### config.mk
export PLATFORM = sky130hd
export DESIGN_NAME = sram_block_reader
export DESIGN_NICKNAME = d
export VERILOG_FILES = /design/src/rtl/rsa_pkg.sv /design/src/rtl/rsa_fifo2.sv /design/src/rtl/sram_block_reader.sv
export SDC_FILE = /design/constraint.sdc
export NUM_CORES = 1
export LEC_CHECK = 0
export ABC_AREA = 1
export CAP_MARGIN = 20
export CORE_MARGIN = 3
export CORE_UTILIZATION = 50
export DETAILED_ROUTE_END_ITERATION = 12
export GPL_TIMING_DRIVEN = 0
export PLACE_DENSITY = 0.82
export SYNTH_ARGS = -nofsm -noshare
export SYNTH_HDL_FRONTEND = slang
export SYNTH_SLANG_ARGS = --single-unit
export TNS_END_PERCENT = 50
### constraint.sdc
create_clock -name clk -period 4.8 [get_ports clk]
set_input_delay 0.48 -clock clk [delete_from_list [all_inputs] [get_ports clk]]
set_output_delay 0.48 -clock clk [all_outputs]
set_load 0.01 [all_outputs]
### src/rtl/rsa_pkg.sv
`default_nettype none
// ----------------------------------------------------------------------------
// rsa_pkg : shared constants, region bases and FSM encoding for the block reader
// Revision: 1.0
// ----------------------------------------------------------------------------
package rsa_pkg;

    localparam int c_WORDS  = 64;
    localparam int c_DATA_W = 32;
    localparam int c_ADDR_W = 8;
    localparam int c_IDX_W  = 6;

    localparam logic [7:0] c_BASE_DATA = 8'd0;
    localparam logic [7:0] c_BASE_KEY  = 8'd64;
    localparam logic [7:0] c_BASE_N    = 8'd128;
    localparam logic [7:0] c_BASE_R3   = 8'd192;

    typedef enum logic [1:0] {
        ST_IDLE  = 2'd0,
        ST_FETCH = 2'd1,
        ST_DRAIN = 2'd2
    } state_e;

    function automatic logic [7:0] region_base(input logic [1:0] region);
        logic [7:0] base;
        case (region)
            2'd0:    base = c_BASE_DATA;
            2'd1:    base = c_BASE_KEY;
            2'd2:    base = c_BASE_N;
            default: base = c_BASE_R3;
        endcase
        return base;
    endfunction

endpackage
`default_nettype wire

### src/rtl/rsa_fifo2.sv
`default_nettype none
// ----------------------------------------------------------------------------
// rsa_fifo2 : two-entry FIFO; the head entry stays put until it is popped
// Revision: 1.0
// ----------------------------------------------------------------------------
module rsa_fifo2 #(
    parameter int WIDTH = 39
) (
    input  logic             clk,
    input  logic             rst,
    input  logic             push_i,
    input  logic [WIDTH-1:0] wdata_i,
    input  logic             pop_i,
    output logic [WIDTH-1:0] rdata_o,
    output logic             valid_o,
    output logic [1:0]       count_o
);

    logic [WIDTH-1:0] mem_q [2];
    logic             rd_ptr_q;
    logic             wr_ptr_q;
    logic [1:0]       count_q;
    logic             push_ok;
    logic             pop_ok;

    assign push_ok = push_i && (count_q != 2'd2);
    assign pop_ok  = pop_i && (count_q != 2'd0);

    always_ff @(posedge clk or posedge rst) begin
        if (rst) begin
            mem_q[0] <= '0;
            mem_q[1] <= '0;
            rd_ptr_q <= 1'b0;
            wr_ptr_q <= 1'b0;
            count_q  <= 2'd0;
        end else begin
            if (push_ok) begin
                mem_q[wr_ptr_q] <= wdata_i;
                wr_ptr_q        <= ~wr_ptr_q;
            end
            if (pop_ok) begin
                rd_ptr_q <= ~rd_ptr_q;
            end
            case ({push_ok, pop_ok})
                2'b10:   count_q <= count_q + 2'd1;
                2'b01:   count_q <= count_q - 2'd1;
                default: count_q <= count_q;
            endcase
        end
    end

    assign rdata_o = mem_q[rd_ptr_q];
    assign valid_o = (count_q != 2'd0);
    assign count_o = count_q;

endmodule
`default_nettype wire

### src/rtl/sram_block_reader.sv
`default_nettype none
// ----------------------------------------------------------------------------
// sram_block_reader : streams one WORDS-word SRAM block as a ready/valid stream
// Revision: 1.0
// ----------------------------------------------------------------------------
module sram_block_reader
    import rsa_pkg::*;
#(
    parameter int WORDS  = c_WORDS,
    parameter int DATA_W = c_DATA_W,
    parameter int ADDR_W = c_ADDR_W
) (
    input  logic               clk,
    input  logic               rst,
    input  logic               start_i,
    input  logic [1:0]         region_i,
    output logic               busy_o,
    output logic               done_o,
    output logic               sram_en_o,
    output logic [ADDR_W-1:0]  sram_addr_o,
    input  logic [DATA_W-1:0]  sram_data_i,
    output logic               out_valid_o,
    input  logic               out_ready_i,
    output logic [DATA_W-1:0]  out_data_o,
    output logic [c_IDX_W-1:0] out_index_o,
    output logic               out_last_o
);

    localparam int               c_FIFO_W   = DATA_W + c_IDX_W + 1;
    localparam logic [c_IDX_W-1:0] c_LAST_IDX = c_IDX_W'(WORDS - 1);

    state_e             state_q;
    logic [ADDR_W-1:0]  base_q;
    logic [c_IDX_W-1:0] issue_q;
    logic               inflight_q;
    logic [c_IDX_W-1:0] inflight_idx_q;
    logic               done_q;

    logic [1:0]          fifo_count;
    logic                fifo_valid;
    logic [c_FIFO_W-1:0] fifo_head;
    logic [c_FIFO_W-1:0] fifo_wdata;
    logic                pop;
    logic                issue;
    logic [1:0]          occ_d;

    assign pop = fifo_valid && out_ready_i;

    // Occupancy is taken after this cycle's pop so a streaming consumer keeps
    // a read issued every cycle; total slots claimed never exceed two.
    assign occ_d = fifo_count - {1'b0, pop} + {1'b0, inflight_q};
    assign issue = (state_q == ST_FETCH) && (occ_d < 2'd2);

    assign sram_en_o   = issue;
    assign sram_addr_o = issue ? (base_q + ADDR_W'(issue_q)) : '0;

    assign fifo_wdata = {sram_data_i, inflight_idx_q, (inflight_idx_q == c_LAST_IDX)};

    rsa_fifo2 #(
        .WIDTH (c_FIFO_W)
    ) u_fifo (
        .clk     (clk),
        .rst     (rst),
        .push_i  (inflight_q),
        .wdata_i (fifo_wdata),
        .pop_i   (pop),
        .rdata_o (fifo_head),
        .valid_o (fifo_valid),
        .count_o (fifo_count)
    );

    always_ff @(posedge clk or posedge rst) begin
        if (rst) begin
            state_q        <= ST_IDLE;
            base_q         <= '0;
            issue_q        <= '0;
            inflight_q     <= 1'b0;
            inflight_idx_q <= '0;
            done_q         <= 1'b0;
        end else begin
            done_q     <= 1'b0;
            inflight_q <= issue;
            if (issue) begin
                inflight_idx_q <= issue_q;
            end
            case (state_q)
                ST_IDLE: begin
                    if (start_i) begin
                        state_q <= ST_FETCH;
                        base_q  <= ADDR_W'(region_base(region_i));
                        issue_q <= '0;
                    end
                end
                ST_FETCH: begin
                    if (issue) begin
                        issue_q <= issue_q + c_IDX_W'(1);
                        if (issue_q == c_LAST_IDX) begin
                            state_q <= ST_DRAIN;
                        end
                    end
                end
                ST_DRAIN: begin
                    if (pop && fifo_head[0]) begin
                        state_q <= ST_IDLE;
                        done_q  <= 1'b1;
                    end
                end
                default: state_q <= ST_IDLE;
            endcase
        end
    end

    assign busy_o      = (state_q != ST_IDLE);
    assign done_o      = done_q;
    assign out_valid_o = fifo_valid;
    assign out_data_o  = fifo_head[c_FIFO_W-1 -: DATA_W];
    assign out_index_o = fifo_head[c_IDX_W:1];
    assign out_last_o  = fifo_head[0];

endmodule
`default_nettype wire

==> metrics, run 1 <==
first-pass GRT wire length=about 19,000 um; Fill cells=698; worst path buffer plus inverter count=6; H-tree depth=3; register area share after synthesis=0.558; critical path, cell by cell=clkdlybuf4s50_1 > inv_1 > nor2_1 > ha_1 > inv_1 > nand2_1 > inv_1 > nand2_1 > nand2_1 > nand2_1 > buf_2 > nor2_1 > clkdlybuf4s50_1; Starting Density=0.530; Synth top cells by count=nand2_1, dfrtp_1, o21ai_0; status=complete, no violations; Ys Warns=0; post-DR wirelength/cell=~13 um; Hold Path Class=in2async; Placer Congestion=between 0.8 and 0.9; fraction of layout cells with a size suffix above 1=0.0492; RSZ-0062 raised after global routing=no; Worst slew margin=0.650; IO buf count=88; drt first pass iters=5; CTS clk-pin slew, worst paths=approximately 100 ps; WP data arrival=approximately 2700 ps; grt ovf=0; post-synth top area cell=dfrtp_1; Peak VDD IR=0.000324 V; Max FO, Critical Path=10; drt initial violations=265; GRT Util Overall=0.226; Die Y=101 um; MaxCap Viol Count=0; cts bufs inserted=9; Cell Rows=33; Crit path max-delay family=buffers and inverters; min cycle time layout=3210 ps; via count of the first global-routing pass=between 4,000 and 5,000; Die ar.=roughly 10,000 um2; CTS tree=done; Slew Viols, Final=0; Cell Area, Synth=between 4000 and 5000 um2; Finished Cell Area=~5800 um2; count leader, synth=nand2_1; count of cell types in the netlist=22; Detail Route Antenna Nets=0; area added between synthesis and finish=28.6%; Synth area leaders=dfrtp_1, nand2_1, o21ai_0; clk_skew=between 10 and 15 ps; Resized cells post-CTS=0; fin crit share=0.670; pin count of the biggest net entering global routing=a little under 80; DR DRC count=0; syn avg cell area=about 8 um2; nature of the critical path endpoint=output port; final net count=approximately 710; worst-margin pin slew=about 520 ps; cells after synthesis=566; Crit path top cell by count=nand2_1; slowest stage delay, CP=roughly 550 ps; Synth top area share=0.558; Critical Path RT=about 4300 ps; initial antenna violation count=0; number of synthesized register bits=100; Vias=between 3,000 and 4,000; Post-synth EDFFs=0; Setup TNS Final=0 ps; setup bufs post-CTS=0; Clock Root Buffer=clkbuf_8; Post-DP Area=between 5000 and 6000 um2; Power Dens Cells=about 690 nW/um2; Routed WL=between 10,000 and 15,000 um; dpl hpwl=between 7000 and 8000 um; top_reg_cell synth=dfrtp_1; Max Clk Rate=~0.31 GHz; crit path max-delay cell type=clkdlybuf4s50_1; Fin. Hold Viols=0; Die Wd=101 um; crit path kind=in2out; LEAKAGE=approximately 3 nW; clock tree sinks=100; Layout Utilization=0.681; Placeable Area=8460 um2; Net Count, Synth=607; post-DR vias/cell=~5.1; hold buffers post-CTS=0; Synth async-reset ratio=1.00; clk buf depth=2; Critical Path Start Type=input pin; Ports=between 80 and 90; Antenna diodes=0; final setup fails=0; clk_lat worst skew=360 ps
## metrics by stage
| step | hold slack (ps) | cells | total power [mW] | setup slack, ps |
|---|---|---|---|---|
| after global placement | 466 | 759 | 3.26 | 398 |
| final | 434 | 776 | 3.95 | 1590 |
| after floorplan | 453 | 566 | 2.47 | 1700 |
| after global routing | 453 | 776 | 4.30 | 1250 |
| after detailed placement | 473 | 760 | 3.34 | 1610 |
| after CTS | 440 | 776 | 3.98 | 1560 |
## worst reg2reg max path: stages, from the launching register on
cell	delay, ps
dfrtp_1	440
nor2_1	200
nor2_1	70
ha_1	270
inv_1	40
nand2_1	70
inv_1	40
nand2_1	70
nand2_1	70
nand2_1	220
buf_2	270
nand3_1	90
nand2_1	70
## cells by family (layout without fill, tap and decap cells)
kind of cell | Yosys count | count (layout) | synth area share
adder cells (fa/ha/maj) | 3 | 3 | 0.00837
flip-flops | 100 | 100 | 0.558
AND/OR/NAND/NOR | 277 | 277 | 0.238
buffers and inverters | 89 | 194 | 0.0826
XOR/XNOR | 5 | 5 | 0.00977
AO/OA/AOI/OAI | 92 | 92 | 0.103
## layer usage
metal | up-vias | part of all wire | GRT usage
met5 | - | 0 | 0
met2 | 126 | 0.50 | 0.381
li1 | 1932 | - | -
met1 | 1869 | 0.43 | 0.300
met3 | 16 | 0.053 | 0.0360
met4 | 0 | 0.015 | 0.0684
## path summary, 6_finish.rpt
kind / to / from / cells past startpoint / slack (ps)
min in group clk: inflight_idx_q[1] / inflight_idx_q[1] / 2 / 490
max in group asynchronous: u_fifo.mem_q[2] / rst / 3 / 3670
worst max-delay path: sram_addr_o[0] / out_ready_i / 13 / 1590
worst min register to register: inflight_idx_q[1] / inflight_idx_q[1] / 2 / 490
worst min-delay path: u_fifo.mem_q[71] / rst / 2 / 430
worst max register to register: issue_q[2] / u_fifo.count_o[0] / 12 / 2820
## where the power goes
group	internal [mW]	total, mW	switching [mW]
sequential	1.20	1.42	0.217
clock	0.351	0.630	0.280
combinational	0.850	1.90	1.05
## sequential cells by signal, indices dropped and copies added (netlist names)
signal	count
u_fifo.rd_ptr_q	1
inflight_q	1
inflight_idx_q	6
state_q	2
u_fifo.wr_ptr_q	1
u_fifo.count_o	2
done_o	1
issue_q	6
u_fifo.mem_q	78
base_q	2
## area by class of cell
cell class | count | area (um2) | share of cell area
multi-input cells | 377 | 1610 | 0.279
clock inverters | 5 | 109 | 0.0189
flip-flops and latches | 100 | 2500 | 0.434
clock buffers | 11 | 131 | 0.0228
plain buffers | 27 | 138 | 0.0239
well taps | 105 | 131 | 0.0228
inverters | 62 | 235 | 0.0408
repair buffers | 89 | 908 | 0.158
## cell usage in the layout (no fill, tap or decap)
cell type / count
xor2_1: 3
o21a_1: 1
nor2_1: 21
nor3_1: 2
clkdlybuf4s50_1: 88
bufinv_16: 3
clkbuf_2: 2
o21ai_1: 22
nand2_2: 2
dfrtp_1: 100
a21oi_1: 4
nand2_1: 238
or2_1: 1
buf_2: 9
inv_1: 60
nand3_1: 12
buf_1: 1
clkinvlp_4: 1
nand4_1: 1
buf_6: 3
clkbuf_8: 9
clkbuf_1: 14
buf_16: 1
inv_2: 1
inv_4: 1
xnor2_1: 2
ha_1: 3
o21ai_0: 65
inv_8: 1
Power figures use the tool's default switching activity.
==> run 2, diff against run 1 <==
Clock period 4.8 ns to 3.25 ns, I/O delays scaled along.
==> run 2 against run 1 <==
Compared with the run above:
- register-to-register slack got worse by 1400 ps
- cell area about the same
- via count grew 0.20%
- highest routed layer unchanged
- clock skew hardly changed
- count of clock-buffer cells in the layout did not move
- sequential power is 48% higher
- largest power group unchanged
- sequential share of layout area is essentially flat
- critical endpoint unchanged
- setup slack worse by 1300 ps
- first-iteration DRC count shrank 3.4%
- flip-flop and latch count did not move
- wire length increased by 0.21%
==> metrics, run 2 (synthesis results as in run 1) <==
H-tree depth=3; Max Clk Rate=between 0.3 and 0.4 GHz; GRT Util Overall=0.226; Critical Path RT=2920 ps; WP data arrival=between 2000 and 3000 ps; post-DR vias/cell=between 5 and 6; Placer Congestion=between 0.8 and 0.9; cts bufs inserted=9; Detail Route Antenna Nets=0; CTS tree=done; IO buf count=between 80 and 90; Ports=89; Peak VDD IR=~0.00048 V; Fin Hold WS=roughly 280 ps; Power Dens Cells=1010 nW/um2; fraction of layout cells with a size suffix above 1=0.0522; first-pass GRT wire length=roughly 19,000 um; post-DR wirelength/cell=around 14 um; Routed WL=10,500 um; Die ar.=just over 10,000 um2; Die Y=101 um; area added between synthesis and finish=28.7%; clk buf depth=2; Critical Path Start Type=flop; Layout Utilization=0.682; worst-margin pin slew=534 ps; clock tree sinks=100; most flop-heavy register=u_fifo.mem_q; Antenna diodes=0; Starting Density=0.530; Largest register FFs=~80; Hold Path Class=in2async; leading cell type in the layout, fill and taps excluded=nand2_1; setup bufs post-CTS=0; Placeable Area=8460 um2; drt initial violations=between 200 and 300; clk_lat worst skew=360 ps; most frequent cells in the layout=nand2_1, dfrtp_1, clkdlybuf4s50_1; nature of the critical path endpoint=output port; LEAKAGE=just under 3 nW; Cell Rows=33; RSZ-0062 raised after global routing=no; DR DRC count=0; pin count of the biggest net entering global routing=77; Finished Layout Cells=approximately 780; Clock Root Buffer=clkbuf_8; clk_skew=roughly 14 ps; fin crit share=0.911; initial antenna violation count=0; CTS clk-pin slew, worst paths=approximately 100 ps; Vias=3,951; crit path kind=reg2out; final setup fails=0; dpl hpwl=7450 um; min cycle time layout=a little under 3000 ps; Power Total=about 5.8 mW; Die Wd=101 um; Max FO, Critical Path=10; Worst slew margin=0.644; via count of the first global-routing pass=4,043; Largest regs=u_fifo.mem_q x78, inflight_idx_q x6, issue_q x6; Slew Viols, Final=0; Fin. Hold Viols=0; status=complete, no violations; grt ovf=0; Cells after DPL=760; MaxCap Viol Count=0; final net count=slightly above 700; dpl ws=between 300 and 400 ps; drt first pass iters=5; post-route worst setup slack=~290 ps
## run 2: cell counts in the layout (fill, tap and decap cells not counted)
Identical to the previous run, type by type.
## run 2: final timing paths
check,startpoint,end,slack (ps),cells after the start
worst max register to register,u_fifo.count_o[1],issue_q[5],1380,12
max in group asynchronous,rst,u_fifo.mem_q[2],2280,3
worst min-delay path,rst,u_fifo.mem_q[71],280,2
worst max-delay path,u_fifo.count_o[1],sram_addr_o[0],290,12
worst min register to register,inflight_idx_q[1],inflight_idx_q[1],490,2
min in group clk,inflight_idx_q[1],inflight_idx_q[1],490,2
## run 2: per-layer routing
| metal | share of wire | GRT usage | wire (um) |
|---|---|---|---|
| met2 | 0.50 | 0.381 | 5270 |
| met1 | 0.44 | 0.300 | 4580 |
| met4 | 0.015 | 0.0684 | 155 |
| met3 | 0.047 | 0.0360 | 491 |
| met5 | 0 | 0 | 0 |
## run 2: cell type report
type | instances | area, um2
Fill cell | 697 | 2690
Sequential cell | 100 | 2500
Multi-Input combinational cell | 377 | 1620
Timing Repair Buffer | 89 | 908
Inverter | 62 | 235
Buffer | 27 | 138
Clock buffer | 11 | 131
Tap cell | 105 | 131
Clock inverter | 5 | 109
## run 2: critical path: stages, from the launching register on
cell and delay (ps):
dfrtp_1 440, nor2_2 180, nor2_1 60, ha_1 260, inv_1 50, nand2_1 70, inv_1 60, nand2_1 60
nand2_1 100, nand2_2 120, buf_2 220, nor2_1 100, clkdlybuf4s50_1 550
## run 2: timing repair
action	4_1_cts	5_1_grt
endpoints found under the setup margin	0	8
hold buffers	0	0
resized for setup	0	2
## run 2: power by group
part	switching, mW	leakage, nW	total (mW)	internal, mW
clock	0.412	0.116	0.930	0.518
sequential	0.323	1.26	2.10	1.78
combinational	1.55	1.55	2.81	1.26
total	2.29	2.92	5.84	3.56
## run 2: metrics by stage
stage | area (um2) | setup TNS (ps)
6_report | 5770 | 0
5_1_grt | 5770 | 0
4_1_cts | 5770 | 0
3_5_place_dp | 5530 | 0
2_1_floorplan | 4480 | 0
3_3_place_gp | 5500 | -99210
==> run 3, diff against run 2 <==
Settings changed: DONT_BUFFER_PORTS set to 1, PLACE_DENSITY 0.82 to 0.69.
==> run 3 against run 2 <==
Compared with the run above:
- clock skew rose by 0.70 ps
- fmax increased by 15%
- setup slack improved by 380 ps
- global-route usage shrank 1.9 points
- sequential power barely moved
- combinational power shrank 26%
- die area stayed put
- cell area down 16%
- register-to-register slack lost 80 ps
- non-clock buffer count down 87
- wire length shrank 4.4%
- first-iteration DRC count is 37% lower
- critical path type unchanged
==> metrics, run 3 (synthesis results as in run 1) <==
Die Y=101 um; CTS clk-pin slew, worst paths=110 ps; Ports=between 80 and 90; Hold Path Class=in2reg; Placer Congestion=just over 0.9; drt initial violations=approximately 160; Setup TNS Final=0 ps; first-pass GRT wire length=approximately 17,000 um; Peak VDD IR=0.000435 V; clk_lat worst skew=between 300 and 400 ps; drt first pass iters=4; post-DR wirelength/cell=about 15 um; Largest regs=u_fifo.mem_q x78, inflight_idx_q x6, issue_q x6; Resized cells post-CTS=0; post-DR vias/cell=approximately 5; combinational share of power=0.422; final setup fails=0; DR DRC count=0; capturing point of the worst reg2reg path=issue_q[2]; leading cell type in the layout, fill and taps excluded=nand2_1; clock tree sinks=100; WP data arrival=roughly 2300 ps; grt ovf=0; Cell Rows=33; GRT Util Overall=0.206; Detail Route Antenna Nets=0; power share of the sequential group=0.425; MaxCap Viol Count=0; Slew Viols, Final=0; Vias=~3,500; LEAKAGE=approximately 2.6 nW; final net count=620; crit path to=sram_addr_o[0]; Routed WL=10,000 um; Starting Density=0.530; cts bufs inserted=9; R2R Setup Slk=about 1300 ps; worst reg2reg startpoint=u_fifo.count_o[0]; Max Clk Rate=a little under 0.4 GHz; most flop-heavy register=u_fifo.mem_q; Largest register FFs=between 70 and 80; clk buf depth=2; crit path kind=reg2out; share of power burned in the clock network=0.153; via count of the first global-routing pass=roughly 3,500; worst-margin pin slew=529 ps; Power Dens Cells=around 1000 nW/um2; switch share=0.449; Worst slew margin=0.647; Critical Path RT=between 2000 and 3000 ps; Fin. Hold Viols=0; Power Total=between 4 and 5 mW; Critical Path Start Type=flop; Antenna diodes=0; min cycle time layout=roughly 2600 ps; fin crit share=0.793; hold buffers post-CTS=1; status=complete, no violations; Net Switching=2.20 mW; RSZ-0062 raised after global routing=no; dpl hpwl=7070 um; pin count of the biggest net entering global routing=approximately 70; Max FO, Critical Path=10; H-tree depth=3; initial antenna violation count=0; Die Wd=around 100 um; nature of the critical path endpoint=output port; clk_skew=~15 ps; R2R cell count=12; fraction of layout cells with a size suffix above 1=0.0599; CTS tree=done; Clock Root Buffer=clkbuf_8; Crit. Startpoint=u_fifo.count_o[0]; Fill cells=roughly 800; area added between synthesis and finish=7.95%; Die ar.=just over 10,000 um2; IO buf count=0; most frequent cells in the layout=nand2_1, dfrtp_1, o21ai_0; setup bufs post-CTS=0; total internal power=~2.7 mW; Placeable Area=8460 um2
run 3: cell types whose count changed in the layout (fill, tap and decap cells not counted), sizes merged:
cell | before | now
inv | 63 | 64
clkinv | 0 | 3
clkdlybuf4s50 | 88 | 0
bufinv | 3 | 0
clkbuf | 25 | 24
dlygate4sd3 | 0 | 1
run 3: stage by stage:
step,instances,hold slack (ps),cell area [um2],util,setup slack [ps]
finish,689,97.8,4840,0.572,674
global route,689,91.7,4840,0.572,408
CTS,689,87.1,4840,0.572,618
detailed placement,672,248,4650,0.549,1030
global placement,671,466,4620,0.545,-675
floorplan,566,453,4480,-,306
run 3: routing by layer:
layer	global-route usage	share of wire	vias up
met3	0.0394	0.044	6
met4	0.0466	0.0075	0
met5	0	0	-
met1	0.273	0.46	1695
li1	-	-	1761
met2	0.353	0.49	82
run 3: power groups by stage:
stage	clock, mW	combinational [mW]	sequential (mW)
2_1_floorplan	0	1.62	2.03
3_3_place_gp	0	2.03	2.08
3_5_place_dp	0	2.12	2.10
4_1_cts	0.767	2.12	2.08
5_1_grt	0.813	2.40	2.14
6_report	0.751	2.07	2.08
run 3: how the worst min path moves through the flow:
| stage | start | end | slack (ps) | depth (start not counted) |
|---|---|---|---|---|
| floorplan | u_fifo.mem_q[10] | u_fifo.mem_q[10] | 450 | 2 |
| global placement | u_fifo.mem_q[15] | u_fifo.mem_q[15] | 470 | 2 |
| detailed placement | rst | u_fifo.mem_q[69] | 250 | 1 |
| CTS | sram_data_i[17] | u_fifo.mem_q[63] | 90 | 2 |
| global route | sram_data_i[19] | u_fifo.mem_q[65] | 90 | 2 |
| finish | sram_data_i[17] | u_fifo.mem_q[63] | 100 | 2 |
run 3: worst max-delay path, stage by stage (launching register included):
cell,delay [ps]
dfrtp_1,450
nor2_1,190
nor2_1,70
ha_1,270
inv_1,50
nand2_1,60
inv_1,60
nand2_1,60
nand2_1,70
nand2_1,160
buf_2,240
nor2_1,210
run 3: area by class of cell:
cell class	count	area, um2	share of cell area
Sequential cell	100	2500	0.517
Buffer	27	138	0.0284
Timing Repair Buffer	2	37.5	0.00775
Clock buffer	10	138	0.0284
Clock inverter	6	47.5	0.00982
Inverter	62	235	0.0486
Tap cell	105	131	0.0271
Multi-Input combinational cell	377	1610	0.333
